<file path="src/rtl/vdp_vram_arbiter_if.sv">
// VRAM pin bundle between the VDP arbiter and the external VRAM.
//   vram_addr  : access address (arbiter -> VRAM)
//   vram_dout  : write data     (arbiter -> VRAM)
//   vram_din   : read data      (VRAM -> arbiter)
//   vram_ce_n  : chip enable, active low
//   vram_oe_n  : output enable, active low
//   vram_we_n  : write enable, active low
interface vdp_vram_arbiter_if #(
    parameter int unsigned AW = 14
) ();
    logic [AW-1:0] vram_addr;
    logic [7:0]    vram_dout;
    logic [7:0]    vram_din;
    logic          vram_ce_n;
    logic          vram_oe_n;
    logic          vram_we_n;

    modport master (
        output vram_addr,
        output vram_dout,
        output vram_ce_n,
        output vram_oe_n,
        output vram_we_n,
        input  vram_din
    );

    modport slave (
        input  vram_addr,
        input  vram_dout,
        input  vram_ce_n,
        input  vram_oe_n,
        input  vram_we_n,
        output vram_din
    );
endinterface

</file>
<file path="src/rtl/vdp_vram_arbiter.sv">
// VDP VRAM access arbiter.
// Render fetches run in slots assigned by the video timing generator; CPU data-port
// traffic uses the free CPU slots. Holds the CPU VRAM address register (auto-increment),
// a one-entry pending-operation register and the CPU read-ahead buffer.
// Ports:
//   MCLK, RESET            : master clock, asynchronous active-low reset
//   slot_tick, slot_type   : slot start pulse and its kind (00 CPU, 01 render, 1x refresh)
//   ren_addr/data/valid    : render fetch address in, data + one-cycle valid out
//   cpu_addr_wr/addr/rd_ahead, cpu_rd_req, cpu_wr_req/wdata : CPU data-port requests
//   cpu_rdata, cpu_busy, cpu_overrun : read buffer, busy flag, lost-op pulse
//   vram                   : VRAM pin bundle (master side)
module vdp_vram_arbiter #(
    parameter int unsigned ACC_CYC = 4,
    parameter int unsigned AW      = 14
) (
    input  logic          MCLK,
    input  logic          RESET,
    input  logic          slot_tick,
    input  logic [1:0]    slot_type,
    input  logic [AW-1:0] ren_addr,
    output logic [7:0]    ren_data,
    output logic          ren_valid,
    input  logic          cpu_addr_wr,
    input  logic [AW-1:0] cpu_addr,
    input  logic          cpu_rd_ahead,
    input  logic          cpu_rd_req,
    input  logic          cpu_wr_req,
    input  logic [7:0]    cpu_wdata,
    output logic [7:0]    cpu_rdata,
    output logic          cpu_busy,
    output logic          cpu_overrun,
    vdp_vram_arbiter_if.master vram
);

    typedef enum logic [1:0] {StIdle, StRen, StCpuRd, StCpuWr} state_e;

    localparam logic [3:0]    LastCnt = 4'(ACC_CYC - 1);
    localparam logic [3:0]    WeLast  = 4'(ACC_CYC - 2);
    localparam logic [AW-1:0] AddrOne = AW'(1);

    state_e        state_q, state_d;
    logic [3:0]    cnt_q, cnt_d;
    logic [AW-1:0] addr_q, addr_d;
    logic          pend_valid_q, pend_valid_d;
    logic          pend_write_q, pend_write_d;
    logic [AW-1:0] pend_addr_q, pend_addr_d;
    logic [7:0]    pend_data_q, pend_data_d;
    logic [AW-1:0] vram_addr_q, vram_addr_d;
    logic [7:0]    vram_dout_q, vram_dout_d;
    logic [7:0]    ren_data_q, ren_data_d;
    logic          ren_valid_q, ren_valid_d;
    logic [7:0]    cpu_rdata_q, cpu_rdata_d;
    logic          overrun_q, overrun_d;

    logic          slot_take;
    logic          q_new;
    logic          q_write;
    logic [AW-1:0] q_addr;

    always_ff @(posedge MCLK or negedge RESET) begin
        if (!RESET) begin
            state_q      <= StIdle;
            cnt_q        <= '0;
            addr_q       <= '0;
            pend_valid_q <= 1'b0;
            pend_write_q <= 1'b0;
            pend_addr_q  <= '0;
            pend_data_q  <= '0;
            vram_addr_q  <= '0;
            vram_dout_q  <= '0;
            ren_data_q   <= '0;
            ren_valid_q  <= 1'b0;
            cpu_rdata_q  <= '0;
            overrun_q    <= 1'b0;
        end else begin
            state_q      <= state_d;
            cnt_q        <= cnt_d;
            addr_q       <= addr_d;
            pend_valid_q <= pend_valid_d;
            pend_write_q <= pend_write_d;
            pend_addr_q  <= pend_addr_d;
            pend_data_q  <= pend_data_d;
            vram_addr_q  <= vram_addr_d;
            vram_dout_q  <= vram_dout_d;
            ren_data_q   <= ren_data_d;
            ren_valid_q  <= ren_valid_d;
            cpu_rdata_q  <= cpu_rdata_d;
            overrun_q    <= overrun_d;
        end
    end

    always_comb begin
        state_d      = state_q;
        cnt_d        = cnt_q;
        addr_d       = addr_q;
        pend_valid_d = pend_valid_q;
        pend_write_d = pend_write_q;
        pend_addr_d  = pend_addr_q;
        pend_data_d  = pend_data_q;
        vram_addr_d  = vram_addr_q;
        vram_dout_d  = vram_dout_q;
        ren_data_d   = ren_data_q;
        ren_valid_d  = 1'b0;
        cpu_rdata_d  = cpu_rdata_q;
        overrun_d    = 1'b0;
        slot_take    = 1'b0;
        q_new        = 1'b0;
        q_write      = 1'b0;
        q_addr       = addr_q;

        // Slot service. Ticks arriving mid-access are ignored; the timing generator
        // guarantees they cannot occur.
        unique case (state_q)
            StIdle: begin
                if (slot_tick) begin
                    if (slot_type == 2'b01) begin
                        state_d     = StRen;
                        cnt_d       = '0;
                        vram_addr_d = ren_addr;
                    end else if (slot_type == 2'b00 && pend_valid_q) begin
                        state_d      = pend_write_q ? StCpuWr : StCpuRd;
                        cnt_d        = '0;
                        vram_addr_d  = pend_addr_q;
                        pend_valid_d = 1'b0;
                        slot_take    = 1'b1;
                        if (pend_write_q) begin
                            vram_dout_d = pend_data_q;
                        end
                    end
                end
            end
            default: begin
                if (cnt_q == LastCnt) begin
                    state_d = StIdle;
                    cnt_d   = '0;
                    if (state_q == StRen) begin
                        ren_data_d  = vram.vram_din;
                        ren_valid_d = 1'b1;
                    end
                    if (state_q == StCpuRd) begin
                        cpu_rdata_d = vram.vram_din;
                    end
                end else begin
                    cnt_d = cnt_q + 4'd1;
                end
            end
        endcase

        // CPU request decode; lower-priority requests in the same cycle are dropped.
        if (cpu_addr_wr) begin
            addr_d = cpu_addr;
            if (cpu_rd_ahead) begin
                q_new  = 1'b1;
                q_addr = cpu_addr;
                addr_d = cpu_addr + AddrOne;
            end
        end else if (cpu_wr_req) begin
            q_new       = 1'b1;
            q_write     = 1'b1;
            cpu_rdata_d = cpu_wdata;
            addr_d      = addr_q + AddrOne;
        end else if (cpu_rd_req) begin
            q_new  = 1'b1;
            addr_d = addr_q + AddrOne;
        end

        // An op taken by this cycle's slot has already been serviced, so replacing the
        // pending entry then is not an overrun.
        if (q_new) begin
            overrun_d    = pend_valid_q && !slot_take;
            pend_valid_d = 1'b1;
            pend_write_d = q_write;
            pend_addr_d  = q_addr;
            pend_data_d  = cpu_wdata;
        end
    end

    // Strobes decode straight from the async-reset state, so they release the moment
    // RESET asserts even in the middle of an access.
    always_comb begin
        vram.vram_ce_n = (state_q == StIdle);
        vram.vram_oe_n = !(state_q == StRen || state_q == StCpuRd);
        vram.vram_we_n = !(state_q == StCpuWr && cnt_q >= 4'd1 && cnt_q <= WeLast);
    end

    assign vram.vram_addr = vram_addr_q;
    assign vram.vram_dout = vram_dout_q;
    assign ren_data       = ren_data_q;
    assign ren_valid      = ren_valid_q;
    assign cpu_rdata      = cpu_rdata_q;
    assign cpu_overrun    = overrun_q;
    assign cpu_busy       = pend_valid_q || state_q == StCpuRd || state_q == StCpuWr;

endmodule

</file>
<file path="src/flat_wrapper.sv">
// flat-port wrapper written by rule: the top's interface ports become plain ports
module vdp_vram_arbiter_flat 
#(
    parameter int unsigned ACC_CYC = 4,
    parameter int unsigned AW      = 14
)
  (MCLK, RESET, slot_tick, slot_type, ren_addr, ren_data, ren_valid, cpu_addr_wr, cpu_addr, cpu_rd_ahead, cpu_rd_req, cpu_wr_req, cpu_wdata, cpu_rdata, cpu_busy, cpu_overrun, vram_vram_addr, vram_vram_dout, vram_vram_ce_n, vram_vram_oe_n, vram_vram_we_n, vram_vram_din);
  vdp_vram_arbiter_if #(.AW(AW)) vram_i ();
  input  logic MCLK;
  input  logic RESET;
  input  logic slot_tick;
  input  logic [1:0] slot_type;
  input  logic [AW-1:0] ren_addr;
  output logic [7:0] ren_data;
  output logic ren_valid;
  input  logic cpu_addr_wr;
  input  logic [AW-1:0] cpu_addr;
  input  logic cpu_rd_ahead;
  input  logic cpu_rd_req;
  input  logic cpu_wr_req;
  input  logic [7:0] cpu_wdata;
  output logic [7:0] cpu_rdata;
  output logic cpu_busy;
  output logic cpu_overrun;
  output wire logic [$bits(vram_i.vram_addr)-1:0] vram_vram_addr;
  output wire logic [$bits(vram_i.vram_dout)-1:0] vram_vram_dout;
  output wire logic [$bits(vram_i.vram_ce_n)-1:0] vram_vram_ce_n;
  output wire logic [$bits(vram_i.vram_oe_n)-1:0] vram_vram_oe_n;
  output wire logic [$bits(vram_i.vram_we_n)-1:0] vram_vram_we_n;
  input wire logic [$bits(vram_i.vram_din)-1:0] vram_vram_din;
  assign vram_vram_addr = vram_i.vram_addr;
  assign vram_vram_dout = vram_i.vram_dout;
  assign vram_vram_ce_n = vram_i.vram_ce_n;
  assign vram_vram_oe_n = vram_i.vram_oe_n;
  assign vram_vram_we_n = vram_i.vram_we_n;
  assign vram_i.vram_din = vram_vram_din;
  vdp_vram_arbiter #(.ACC_CYC(ACC_CYC), .AW(AW)) u_core (.MCLK(MCLK), .RESET(RESET), .slot_tick(slot_tick), .slot_type(slot_type), .ren_addr(ren_addr), .ren_data(ren_data), .ren_valid(ren_valid), .cpu_addr_wr(cpu_addr_wr), .cpu_addr(cpu_addr), .cpu_rd_ahead(cpu_rd_ahead), .cpu_rd_req(cpu_rd_req), .cpu_wr_req(cpu_wr_req), .cpu_wdata(cpu_wdata), .cpu_rdata(cpu_rdata), .cpu_busy(cpu_busy), .cpu_overrun(cpu_overrun), .vram(vram_i));
endmodule
</file>
<file path="config.mk">
export PLATFORM = sky130hd
export DESIGN_NAME = vdp_vram_arbiter_flat
export DESIGN_NICKNAME = d
export VERILOG_FILES = /design/src/rtl/vdp_vram_arbiter_if.sv /design/src/rtl/vdp_vram_arbiter.sv /design/src/flat_wrapper.sv
export SDC_FILE = /design/constraint.sdc
export NUM_CORES = 1
export LEC_CHECK = 0
export CORE_ASPECT_RATIO = 1.75
export CORE_MARGIN = 8
export CORE_UTILIZATION = 40
export CTS_CLUSTER_SIZE = 40
export DETAILED_ROUTE_END_ITERATION = 10
export PLACE_DENSITY = 0.69
export SLEW_MARGIN = 20
export SYNTH_ARGS = -nofsm -noshare
export SYNTH_HDL_FRONTEND = slang
export SYNTH_SLANG_ARGS = --single-unit
export TNS_END_PERCENT = 5
</file>
<file path="constraint.sdc">
create_clock -name MCLK -period 1.9 [get_ports MCLK]
set_input_delay 0.285 -clock MCLK [delete_from_list [all_inputs] [get_ports MCLK]]
set_output_delay 0.285 -clock MCLK [all_outputs]
set_load 0.02 [all_outputs]
</file>
# --- Word level (Yosys, flattened, before mapping) ---
# Index checks and enable logic that the tools add are counted.
classes:
  n_addsub: 3
  magnitude_cmp: 2
  n_eq_ne: 8
  muxes: 43
  bitwise_logic: 2
  n_reduce_logical: 24
op_table:
  columns: ["operator", "count"]
  rows:
  - ["14-bit two-way mux", 8]
  - ["8-bit two-way mux", 5]
  - ["14-bit by 1-bit adder with 14-bit output (second input constant)", 2]
  - ["1-bit two-way mux", 20]
  - ["4-bit two-way mux", 5]
  - ["2-bit two-way mux", 5]
  - ["2-bit nonzero test", 5]
  - ["3-bit AND reduction", 3]
  - ["5-bit AND reduction", 1]
  - ["4-bit by 1-bit adder with 4-bit output (second input constant)", 1]
  - ["2-bit by 1-bit == test with 1-bit output (second input constant)", 2]
  - ["2-bit == test (second input constant)", 2]
  - ["4-bit by 2-bit == test with 1-bit output (second input constant)", 1]
  - ["4-bit by 1-bit greater-or-equal comparator with 1-bit output (second input constant)", 1]
  - ["4-bit by 2-bit <= comparator with 1-bit output (second input constant)", 1]
  - ["1-bit logical AND", 4]
  - ["2-bit logical NOT", 2]
  - ["4-bit AND reduction", 1]
  - ["1-bit logical NOT", 3]
  - ["1-bit logical OR", 3]
  - ["3-bit by 1-bit inequality test with 1-bit output (second input constant)", 1]
  - ["3-bit nonzero test", 1]
  - ["2-bit by 1-bit inequality test with 1-bit output (second input constant)", 1]
  - ["2-bit inequality test (second input constant)", 1]
  - ["2 further kinds", 3]
word_totals:
  regBits: 84
  input_bits: 53
  out_inout_bits: 44

# --- Depth between registers and ports, before layout ---
# Gate-level depths: netlist of the first run.
depth:
  ltp_word: 9
  depth_mapped: 8
  ltp_nobuf: 6

# --- Worst setup path after synthesis of the first run ---
# Ideal clock, no wire load.
synth_path:
  path_type: "register -> register"
  from: "reg u_core.state_q[1]"
  to: "reg u_core.vram_dout_q[0] (netlist: u_core.vram.vram_dout[0])"
  setup_ns: 0.125
  arrival_time_ns: 1.830
  t_required_ns: 1.775
  path_slack_ns: -0.054
  stages_incl_launch_ff: 7
  path_buffers: 1
  synth_period_minus_slack_ns: 1.954
  cell_sequence: "dfrtp_1 -> inv_1 -> ha_1 -> and3b_1 -> and3_1 -> clkbuf_1 -> mux2_2"
synth_between:
  elab_chain_cells: 2
synth_lines:
  columns: ["element", "line", "rtl"]
  rows:
  - ["start: declaration", "vdp_vram_arbiter.sv:41", "state_e state_q, state_d;"]
  - ["start signal: assignment", "vdp_vram_arbiter.sv:62", "state_q <= StIdle;"]
  - ["start signal: assignment", "vdp_vram_arbiter.sv:76", "state_q <= state_d;"]
  - ["2-bit logical NOT", null, null]
  - ["named net vram_vram_ce_n", "flat_wrapper.sv:27", "output wire logic [$bits(vram_i.vram_ce_n)-1:0] vram_vram_ce_n;"]
  - ["5-bit AND reduction (no line)", null, null]
  - ["end signal: assignment", "vdp_vram_arbiter.sv:84", "vram_dout_q <= vram_dout_d;"]
  - ["end: declaration", "vdp_vram_arbiter.sv:49", "logic [7:0] vram_dout_q, vram_dout_d;"]
# The timed path passes the listed nets, and every way through them passes these cells.
# A chain may end at the register's enable or synchronous reset.

# --- Final worst setup path of the first run ---
layout_path:
  from: "in cpu_addr[1]"
  to: "reg u_core.addr_q[12]"
layout_between:
  elab_chain_cells: 3
layout_lines:
  columns: ["element", "line", "rtl"]
  rows:
  - ["start: declaration", "flat_wrapper.sv:17", "input logic [AW-1:0] cpu_addr;"]
  - ["14-bit by 1-bit adder with 14-bit output", "vdp_vram_arbiter.sv:155", "addr_d = cpu_addr + AddrOne;"]
  - ["14-bit two-way mux", "vdp_vram_arbiter.sv:152", "if (cpu_rd_ahead) begin"]
  - ["14-bit two-way mux", "vdp_vram_arbiter.sv:150", "if (cpu_addr_wr) begin"]
  - ["end signal: assignment", "vdp_vram_arbiter.sv:78", "addr_q <= addr_d;"]
  - ["end: declaration", "vdp_vram_arbiter.sv:43", "logic [AW-1:0] addr_q, addr_d;"]
# No other way between the ends.

==> key figures, run 1 <==
Power and ir drop
  • Comb power frac: between 30% and 40%
  • Switch Pwr: ~2.4 mW
  • Switching share of power: around 34%
  • Max VDD drop: 0.7462 mV
  • Clk pwr share: about a quarter
  • Pleak: roughly 2.6 nW
  • Internal: 4.614 mW
  • Overall Power: roughly 7 mW
  • Pwr dens: approximately 1200 nW/µm²
  • Sequential group share of total power: a little under two fifths

Global routing
  • Initial antenna violation count: 0
  • GRT Util Overall: around 16%
  • Vias in the first global route: ~3600
  • Global-route wire length before repair: 17680 µm
  • Largest net degree at the start of global routing: 35
  • Congestion Overflow GR: 0

Finish
  • Non-Filler Instances: ~660
  • Layout area overhead: 42.09%
  • Fill count: between 800 and 900
  • FF/Latch Area: approximately 2100 µm²
  • Final Instance Area: 5943 µm²
  • Final nets: 595
  • Share of cells above drive strength 1: between 10% and 20%
  • Inserted Diodes: 0
  • Multi-input gate area: about 2000 µm²

Critical path
  • Crit-path slowest cell: or4_1
  • Worst path required time: approximately 2.1 ns
  • Critical Path Fanout Max: 2
  • CP bufs+invs: 1
  • Worst setup SP type: input port
  • Crit-path cells: clkdlybuf4s50_1 > ha_2 > nand3_2 > or4_4 > and3_1 > or4_1
  • Critical Path Max Stage Delay: about 0.51 ns
  • CP top delay family: simple AND/OR/NAND/NOR gates
  • Crit path kind: input port to flip-flop
  • CP arrival: ~2.2 ns
  • Crit path capture type: flip-flop

Place
  • Routability congestion estimate from global placement: ~0.85
  • Placed cells: between 600 and 700
  • Final HPWL DP: 8680 µm
  • Post-DP Area: ~5600 µm²
  • # port buffers: 96

Clocking
  • CTS Buf Count: 9
  • # clock sinks: 84
  • Root Buffer Master: clkbuf_16
  • Clk Latency, worst-skew pair: ~0.34 ns
  • # H-tree levels: 3
  • Worst-path clk slew: ~0.07 ns
  • Buffer count from post-CTS setup fixing: 0
  • CTS tree: yes
  • CTS max path bufs: 2

Status
  • Status: complete, but fails checks
  • Failing checks: negative setup slack

Yosys
  • Cell accounting for the most synthesized area: dfrtp_1
  • Post-synth EDFFs: 0
  • Post-Synthesis Cell Area: 4183 µm²
  • Gate Count Post-Synth: around 400
  • Register area share after synthesis: 50.25%
  • Syn. warnings: 0
  • Mean area per synthesized cell: 10.40 µm²
  • Synth top area share: 50.25%
  • Seq cells post-synth: 84
  • Ys flop type: dfrtp_1
  • Syn_nets: ~470
  • Async SR Flop Fraction: 100.0%
  • Post-synthesis cell type count: 43
  • Largest cells by area after synthesis: dfrtp_1, mux2i_1, mux2_2, nand2_1, o21ai_0

Detailed routing
  • 1st-pass router iterations: 4
  • Vias post-DR: 3387
  • Antenna Nets Post-Route: 0
  • Vias/cell: 5.109
  • DR DRC count: 0
  • Routed wire length: 11020 µm
  • DRC violation total after the first TritonRoute iteration: around 120
  • Routed wire length per instance: around 17 µm

Timing
  • WHS: about 0.44 ns
  • RSZ-0062 raised after global routing: yes
  • Final setup viols: 1
  • Worst Max-Slew Pin Slew: between 0.4 and 0.5 ns
  • Relative slew margins: ~69%
  • Period utilization: 104.7%
  • Final setup TNS: -0.08933 ns
  • Slew Viols, Final: 0
  • Final Skew: roughly 0.0066 ns
  • Hold Fails Final Rpt: 0
  • Fmax: 502.7 MHz
  • Fin crit period: around 2.0 ns
  • Final worst slack: -0.08933 ns

Floorplanning
  • Die footprint: 14110 µm²
  • Core region area: between 10000 and 15000 µm²
  • Die height: about 150 µm
  • Top-Level Pins: 97
  • Rows: approximately 50
  • Die Width: around 93 µm
  • Starting density of the core: between 40% and 50%

Min path
  • Worst Hold Class: input port to async pin

Flow run
  • MaxCap Viol Count: 0
## flip-flops by register name, indices dropped and copies added, names as in the netlist
register and count:
u_core.pend_write_q 1, u_core.ren_data 8, u_core.ren_valid 1, u_core.pend_valid_q 1, u_core.cnt_q 4, u_core.cpu_rdata 8
u_core.addr_q 14, u_core.state_q 2, u_core.cpu_overrun 1, u_core.vram.vram_dout 8, u_core.vram.vram_addr 14, u_core.pend_addr_q 14
u_core.pend_data_q 8
## logic make-up after synthesis
group | Yosys count | synth area share (%)
AND/OR/NAND/NOR | 133 | 15.05
flip-flops | 84 | 50.25
AO/OA/AOI/OAI | 62 | 8.466
multiplexers | 61 | 15.35
buffers and inverters | 28 | 2.782
XOR/XNOR | 23 | 4.816
adder cells (fa/ha/maj) | 11 | 3.290
## cells in the mapped netlist, types with 5 or more instances
cell type and count:
mux2i_1 36, nor4_1 5, a31oi_1 8, nand2_1 66, nor3_1 8, nand4_1 5, mux2_2 25, xnor2_1 19
ha_1 11, nand3_1 5, clkbuf_1 14, o21ai_0 39, nor2_1 21, dfrtp_1 84, inv_1 9
## layer usage
layer  vias to the layer above  part of all wire (%)  track usage (%)  routed length, µm
met5                         -                     0                0                  0
met4                         0                   3.6            8.516                397
met3                        26                   3.8            3.474                419
met2                        72                    54            28.53               5913
met1                      1624                    39            17.35               4293
li1                       1665                     -                -                  -
## layout by cell type (no fill, tap or decap), drive strengths merged, types with 2 or more instances in the layout
cell type      count
nand2             66
and3               3
clkbuf             9
ha                11
nand3              6
xnor2             19
nor2              21
and2               2
a31oi              8
xor2               4
mux2i             36
nor4b              2
nor4               5
a22o               2
nor2b              4
buf               43
or4                2
nand4              5
inv               12
o2111ai            2
mux2              25
dfrtp             84
clkinv             2
nor3               8
clkdlybuf4s50     90
nand2b             3
a21oi              4
dlygate4sd2        2
o21ai             39
## stage by stage
step                      utilization [%]  setup WS [ns]
after floorplan                         -        0.03449
after global placement              54.93        -0.4336
after detailed placement            54.93        -0.4577
after CTS                           58.04       -0.07552
after global routing                58.05        -0.1368
final                               58.05       -0.08933
## power groups by stage
stage	logic (mW)	registers [mW]	clock network, mW
after detailed placement	2.68	2.64	0
after global routing	2.84	2.67	1.93
after global placement	2.62	2.60	0
final	2.64	2.59	1.79
after CTS	2.67	2.60	1.83
after floorplan	0.913	3.00	0
## what timing repair did
action,CTS,global route
hold endpoints to repair,32,0
hold buffers,1,0
gates resized for setup,13,3
setup endpoints to repair,8,11
## worst paths after layout
path                                                       startpoint                                     to  slack, ns  cells after the start
worst max-delay path                                      cpu_addr[1]          u_core.addr_q[12]$_DFFE_PN0P_      -0.09                      6
worst min-delay path                                            RESET      u_core.pend_addr_q[2]$_DFFE_PN0P_       0.44                      2
worst max register to register          u_core.state_q[1]$_DFFE_PN0P_   u_core.vram.vram_dout[6]$_DFFE_PN0P_       0.14                      6
worst min register to register  u_core.vram.vram_addr[13]$_DFFE_PN0P_  u_core.vram.vram_addr[13]$_DFFE_PN0P_       0.48                      2
max in group asynchronous                                       RESET          u_core.cpu_rdata[0]$_DFF_PN0_       0.83                      3
min in group MCLK               u_core.vram.vram_addr[13]$_DFFE_PN0P_  u_core.vram.vram_addr[13]$_DFFE_PN0P_       0.48                      2
## layout make-up
type / count / share of cell area [%]
Clock buffer: 9 / 3.789
Clock inverter: 7 / 1.368
Inverter: 9 / 0.5684
Multi-Input combinational cell: 290 / 33.62
Sequential cell: 84 / 35.37
Tap cell: 127 / 2.674
Timing Repair Buffer: 137 / 22.61
No activity file was read; power rests on OpenSTA's default activity.
==> run 2: changes to the inputs <==
Settings changed: CORE_UTILIZATION 40 to 45, PLACE_DENSITY 0.69 to 0.76.
==> run 2 against run 1 <==
The run still ends with negative setup slack left. Sequential cell count unchanged. Register-to-register slack about the same. Design area decreased by 0.67%. Largest cell class unchanged.
==> key figures, run 2 (same netlist as run 1, synthesis figures left out) <==
Clocking
  • CTS tree: yes
  • Buffer count from post-CTS setup fixing: 0 (unchanged)
  • CTS max path bufs: 2 (unchanged)
  • # H-tree levels: 3 (unchanged)
  • # clock sinks: 84 (unchanged)
  • Root Buffer Master: clkbuf_16
  • Clk Latency, worst-skew pair: 0.34 ns (about the same)
  • Worst-path clk slew: 0.06 ns (about the same)
  • CTS Buf Count: 9 (unchanged)

Place
  • Routability congestion estimate from global placement: 0.8605 (+0.90%)
  • # port buffers: 96 (unchanged)
  • Post-DP Area: 5595 µm² (-0.51%)
  • Dpl ws: -0.5021 ns (-0.04434 ns)
  • Final HPWL DP: 8765 µm (+0.98%)

Timing
  • Final setup viols: 1 (unchanged)
  • RSZ-0062 raised after global routing: yes
  • Period utilization: 100.6% (-4.1 points)
  • Final Skew: 0.005799 ns (-0.0008465 ns)
  • Fin crit period: 1.912 ns (-0.07739 ns)
  • Hold Fails Final Rpt: 0 (unchanged)
  • Worst Max-Slew Pin Slew: 0.4642 ns (+0.006050 ns)
  • Relative slew margins: 69.05% (-0.40 points)
  • Final setup TNS: -0.01194 ns (+0.07739 ns)
  • Final worst slack: -0.01194 ns (+0.07739 ns)
  • Slew Viols, Final: 0 (unchanged)
  • Fmax: 523.0 MHz (+4.0%)

Critical path
  • Critical Path Fanout Max: 2 (unchanged)
  • Crit path kind: input port to flip-flop
  • R2r endpoint: u_core.vram.vram_dout[4]$_DFFE_PN0P_
  • Worst r2r src: u_core.state_q[1]$_DFFE_PN0P_
  • Critical Path Max Stage Delay: 0.52 ns (about the same)
  • Crit-path cells: clkdlybuf4s50_1 > nand3_2 > or4_4 > and3_4 > or4_1
  • CP bufs+invs: 1 (unchanged)
  • Crit path capture type: flip-flop
  • Register-to-Register Path Depth: 5 (-1)
  • Crit. Startpoint: cpu_addr[2]
  • Worst setup SP type: input port
  • CP arrival: 2.12 ns (-0.08 ns)
  • Flop2flop setup slack: 0.13 ns (about the same)
  • Worst path required time: 2.10 ns (about the same)
  • CP top delay family: simple AND/OR/NAND/NOR gates
  • Crit-path slowest cell: or4_4

Floorplanning
  • Starting density of the core: 46.29% (+5.4 points)
  • Top-Level Pins: 97 (unchanged)
  • Rows: 46 (-6.1%)
  • Core region area: 9036 µm² (-12%)
  • Die footprint: 12760 µm² (-9.6%)
  • Die height: 143.5 µm (-5.1%)
  • Die Width: 88.88 µm (-4.7%)

Detailed routing
  • Routed wire length per instance: 17.47 µm (+5.1%)
  • Met3 Routed Length: 576 µm (+37%)
  • Top sig layer: met4
  • DR DRC count: 0 (unchanged)
  • Routed wire length: 11450 µm (+3.8%)
  • Vias/cell: 5.360 (+4.9%)
  • WL met2: 6370 µm (+7.7%)
  • Antenna Nets Post-Route: 0 (unchanged)
  • DRC violation total after the first TritonRoute iteration: 142 (+16%)
  • Vias post-DR: 3511 (+3.7%)
  • Met1 Wirelength: 4121 µm (-4.0%)
  • 1st-pass router iterations: 4 (unchanged)

Status
  • Failing checks: negative setup slack
  • Status: complete, but fails checks

Power and ir drop
  • Switching share of power: 34.75% (+0.45 points)
  • Comb power frac: 38.0% (+0.4 points)
  • Switch Pwr: 2.395 mW (-0.58%)
  • Pleak: 2.589 nW (-0.50%)
  • Internal: 4.498 mW (-2.5%)
  • Overall Power: 6.893 mW (-1.9%)
  • Sequential group share of total power: 38.0% (+1.1 points)
  • Max VDD drop: 1.105 mV (+48%)
  • Pwr dens: 1168 nW/µm² (-1.2%)
  • Clk pwr share: 24.0% (-1.5 points)

Finish
  • Fill count: 731 (-16%)
  • Core Util, Final: 65.33% (+7.3 points)
  • Inserted Diodes: 0 (unchanged)
  • Layout area overhead: 41.13%
  • Most frequent cells in the layout: clkdlybuf4s50_1, dfrtp_1, nand2_1, o21ai_0, mux2i_1
  • Share of cells above drive strength 1: 17.94% (+0.41 points)
  • Final nets: 594 (-0.17%)
  • Final Instance Area: 5903 µm² (-0.67%)

Global routing
  • GRT Util Overall: 18.86% (+2.8 points)
  • Largest net degree at the start of global routing: 37 (+5.7%)
  • Global-route wire length before repair: 18370 µm (+3.9%)
  • Initial antenna violation count: 0 (unchanged)
  • Vias in the first global route: 3681 (+2.4%)
  • Congestion Overflow GR: 0 (unchanged)

Min path
  • Worst Hold Class: input port to async pin

Flow run
  • MaxCap Viol Count: 0 (unchanged)
==> run 2: cell count changes in the layout (fill, tap and decap cells not counted), moves of 2 or more <==
cell / change
clkinvlp_4: +2
and3_1: -2
inv_6: -2
dlygate4sd2_1: +6
and3_4: +2
clkdlybuf4s50_1: -6
==> run 2: routing by layer <==
| metal | vias to the layer above | global-route usage, % |
|---|---|---|
| li1 | 1662 | - |
| met1 | 1706 | 19.56 |
| met2 | 117 | 33.83 |
| met3 | 26 | 3.833 |
| met4 | 0 | 10.22 |
| met5 | - | 0 |
==> run 2: how the worst max path moves through the flow <==
stage,cells after the start,to,slack [ns]
after floorplan,6,u_core.vram.vram_dout[0]$_DFFE_PN0P_,0.03
after detailed placement,5,u_core.addr_q[12]$_DFFE_PN0P_,-0.50
after global routing,5,u_core.addr_q[12]$_DFFE_PN0P_,-0.04
after CTS,5,u_core.addr_q[12]$_DFFE_PN0P_,-0.05
final,5,u_core.addr_q[12]$_DFFE_PN0P_,-0.01
after global placement,5,u_core.addr_q[12]$_DFFE_PN0P_,-0.43
==> run 2: power groups by stage <==
stage          clock network (mW)  logic [mW]  registers [mW]
2_1_floorplan                   0       0.913            3.00
3_3_place_gp                    0        2.59            2.63
3_5_place_dp                    0        2.65            2.66
4_1_cts                      1.70        2.64            2.62
5_1_grt                      1.77        2.83            2.68
6_report                     1.65        2.62            2.62
==> run 2: layout make-up <==
class / instances / area, µm² / share of cell area, %
multi-input cells: 290 / 2011 / 34.06
well taps: 120 / 150.1 / 2.543
inverters: 9 / 33.78 / 0.5723
flip-flops and latches: 84 / 2102 / 35.61
repair buffers: 136 / 1319 / 22.34
clock inverters: 6 / 48.80 / 0.8266
clock buffers: 10 / 239.0 / 4.048
==> run 2: stage by stage <==
stage | hold slack (ns) | cells
floorplan | -0.01059 | 402
global placement | 0.2674 | 638
detailed placement | 0.2722 | 638
CTS | 0.4528 | 655
global route | 0.4722 | 655
finish | 0.4397 | 655
==> run 2: worst reg2reg max path, stage by stage (launching register included) <==
cell	delay [ns]
dfrtp_1	0.42
inv_1	0.12
ha_2	0.27
and3b_1	0.21
and3_4	0.27
mux2_2	0.36
==> run 2: timing repair <==
action,4_1_cts,5_1_grt
resized for setup,20,5
endpoints found under the hold margin,30,0
hold buffers,1,0
pin swaps,1,2
endpoints found under the setup margin,14,10
==> run 3: changes to the inputs <==
Settings changed: CORE_MARGIN 8 to 10.
==> run 3 against run 2 <==
The run still ends with negative setup slack left. Via count is 2.3% lower. Largest cell class unchanged. Critical endpoint unchanged. Register-to-register slack worse by 0.06 ns. Cell count decreased by 0.15%. Worst hold slack worse by 0.11 ns.
==> key figures, run 3 (same netlist as run 1, synthesis figures left out) <==
Global routing
  • GRT Util Overall: 16.55% (-2.3 points)
  • Vias in the first global route: 3630 (-1.4%)
  • Global-route met3 utilization: 3.905% (+0.072 points)
  • Congestion Overflow GR: 0 (unchanged)
  • Met2 Use GR: 29.93% (-3.9 points)
  • GR peak layer: met2
  • GR Util met1: 17.70% (-1.9 points)
  • Initial antenna violation count: 0 (unchanged)
  • Largest net degree at the start of global routing: 43 (+16%)
  • Global-route wire length before repair: 18210 µm (-0.90%)

Place
  • Dpl ws: -0.4430 ns (+0.05908 ns)
  • Routability congestion estimate from global placement: 0.8949 (+4.0%)
  • Placed cells: 637 (-0.16%)
  • Final HPWL DP: 8542 µm (-2.5%)
  • # port buffers: 96 (unchanged)

Clocking
  • CTS Buf Count: 9 (unchanged)
  • CTS max path bufs: 2 (unchanged)
  • Buffer count from post-CTS setup fixing: 0 (unchanged)
  • # clock sinks: 84 (unchanged)
  • Root Buffer Master: clkbuf_16
  • # H-tree levels: 3 (unchanged)
  • CTS tree: yes
  • Worst-path clk slew: 0.06 ns (about the same)
  • Clk Latency, worst-skew pair: 0.34 ns (about the same)

Critical path
  • Register-to-Register Path Depth: 6 (+1)
  • Crit path kind: input port to flip-flop
  • Critical Path Fanout Max: 2 (unchanged)
  • CP bufs+invs: 1 (unchanged)
  • Flop2flop setup slack: 0.07 ns (-0.06 ns)
  • Worst setup SP type: input port
  • Worst r2r src: u_core.state_q[1]$_DFFE_PN0P_
  • CP arrival: 2.12 ns (about the same)
  • Worst path required time: 2.11 ns (about the same)
  • Critical Path Max Stage Delay: 0.54 ns (+0.02 ns)
  • Crit path capture type: flip-flop
  • R2r endpoint: u_core.vram.vram_dout[4]$_DFFE_PN0P_
  • CP top delay family: simple AND/OR/NAND/NOR gates
  • Crit-path slowest cell: or4_4
  • Crit-path cells: clkdlybuf4s50_1 > nand4_1 > or4_4 > and3_4 > or4_1

Detailed routing
  • Routed wire length per instance: 17.17 µm (-1.7%)
  • DRC violation total after the first TritonRoute iteration: 181 (+27%)
  • Vias post-DR: 3430 (-2.3%)
  • Routed wire length: 11230 µm (-1.9%)
  • DR DRC count: 0 (unchanged)
  • Vias/cell: 5.245 (-2.2%)
  • 1st-pass router iterations: 5 (+1)
  • Antenna Nets Post-Route: 0 (unchanged)

Status
  • Status: complete, but fails checks
  • Failing checks: negative setup slack

Power and ir drop
  • Pleak: 2.661 nW (+2.8%)
  • Pwr dens: 1197 nW/µm² (+2.5%)
  • Max VDD drop: 0.9545 mV (-14%)

Floorplanning
  • Die height: 147.5 µm (+2.8%)
  • Starting density of the core: 46.00% (-0.29 points)
  • Die footprint: 13700 µm² (+7.4%)
  • Die Width: 92.88 µm (+4.5%)
  • Core region area: 9094 µm² (+0.64%)
  • Rows: 46 (unchanged)
  • Top-Level Pins: 97 (unchanged)

Timing
  • Relative slew margins: 72.12% (+3.1 points)
  • Period utilization: 100.7% (about the same)
  • Final setup viols: 1 (unchanged)
  • Fmax: 522.6 MHz (about the same)
  • Hold Fails Final Rpt: 0 (unchanged)
  • Final worst slack: -0.01342 ns (-0.001479 ns)
  • Worst Max-Slew Pin Slew: 0.4182 ns (-0.04602 ns)
  • Fin crit period: 1.913 ns (+0.001479 ns)
  • Final Skew: 0.005958 ns (+0.0001592 ns)
  • Slew Viols, Final: 0 (unchanged)
  • RSZ-0062 raised after global routing: yes

Finish
  • Inserted Diodes: 0 (unchanged)
  • Final nets: 593 (-0.17%)
  • Non-Filler Instances: 654 (-0.15%)
  • Most common cell after layout, fill and taps aside: clkdlybuf4s50_1
  • Layout area overhead: 42.66%
  • Most frequent cells in the layout: clkdlybuf4s50_1, dfrtp_1, nand2_1, o21ai_0, mux2i_1
  • Share of cells above drive strength 1: 17.79% (-0.15 points)

Min path
  • Worst Hold Class: input port to async pin

Flow run
  • MaxCap Viol Count: 0 (unchanged)
-- run 3: worst max-delay path by stage --
stage / to / start / depth (start not counted) / slack, ns
2_1_floorplan: u_core.vram.vram_dout[0]$_DFFE_PN0P_ / u_core.state_q[1]$_DFFE_PN0P_ / 6 / 0.03
3_3_place_gp: u_core.addr_q[12]$_DFFE_PN0P_ / cpu_addr[0] / 6 / -0.43
3_5_place_dp: u_core.addr_q[12]$_DFFE_PN0P_ / cpu_addr[0] / 6 / -0.44
4_1_cts: u_core.addr_q[12]$_DFFE_PN0P_ / cpu_addr[1] / 6 / -0.07
5_1_grt: u_core.addr_q[12]$_DFFE_PN0P_ / cpu_addr[8] / 5 / -0.06
6_report: u_core.addr_q[12]$_DFFE_PN0P_ / cpu_addr[8] / 5 / -0.01
-- run 3: per-stage QoR --
| step | hold slack, ns | util, % | total power [mW] | cell area (µm²) | setup TNS (ns) |
|---|---|---|---|---|---|
| finish | 0.3293 | 65.62 | 7.143 | 5967 | -0.01342 |
| global route | 0.3325 | 65.62 | 7.557 | 5967 | -0.05956 |
| CTS | 0.3284 | 65.27 | 7.185 | 5936 | -0.06671 |
| detailed placement | 0.1423 | 61.59 | 5.280 | 5600 | -0.7335 |
| global placement | 0.1403 | 61.59 | 5.198 | 5600 | -0.6323 |
| floorplan | -0.01059 | - | 3.915 | 4185 | 0 |
-- run 3: power by group --
part           leakage [nW]  internal (mW)  switching [mW]
Sequential             1.02           2.28           0.320
Clock                 0.161           1.19           0.703
Combinational          1.48           1.30            1.35
-- run 3: timing repair --
| action | CTS | global route |
|---|---|---|
| pin swaps | 0 | 2 |
| hold buffers | 1 | 0 |
| hold endpoints to repair | 9 | 0 |
| cloned | 0 | 0 |
| setup endpoints to repair | 5 | 20 |
| resized for setup | 10 | 15 |
-- run 3: per-layer routing --
metal  routed length (µm)  vias up
met5                    0        -
met4                  314        0
met3                  431       24
met2                 6155       92
met1                 4330     1662
li1                     -     1652
-- run 3: cell type report --
| class | count | area (µm²) |
|---|---|---|
| Clock buffer | 11 | 242.7 |
| Sequential cell | 84 | 2102 |
| Fill cell | 776 | 3127 |
| Clock inverter | 5 | 82.58 |
| Multi-Input combinational cell | 290 | 2016 |
| Inverter | 9 | 33.78 |
| Tap cell | 120 | 150.1 |
| Timing Repair Buffer | 135 | 1340 |
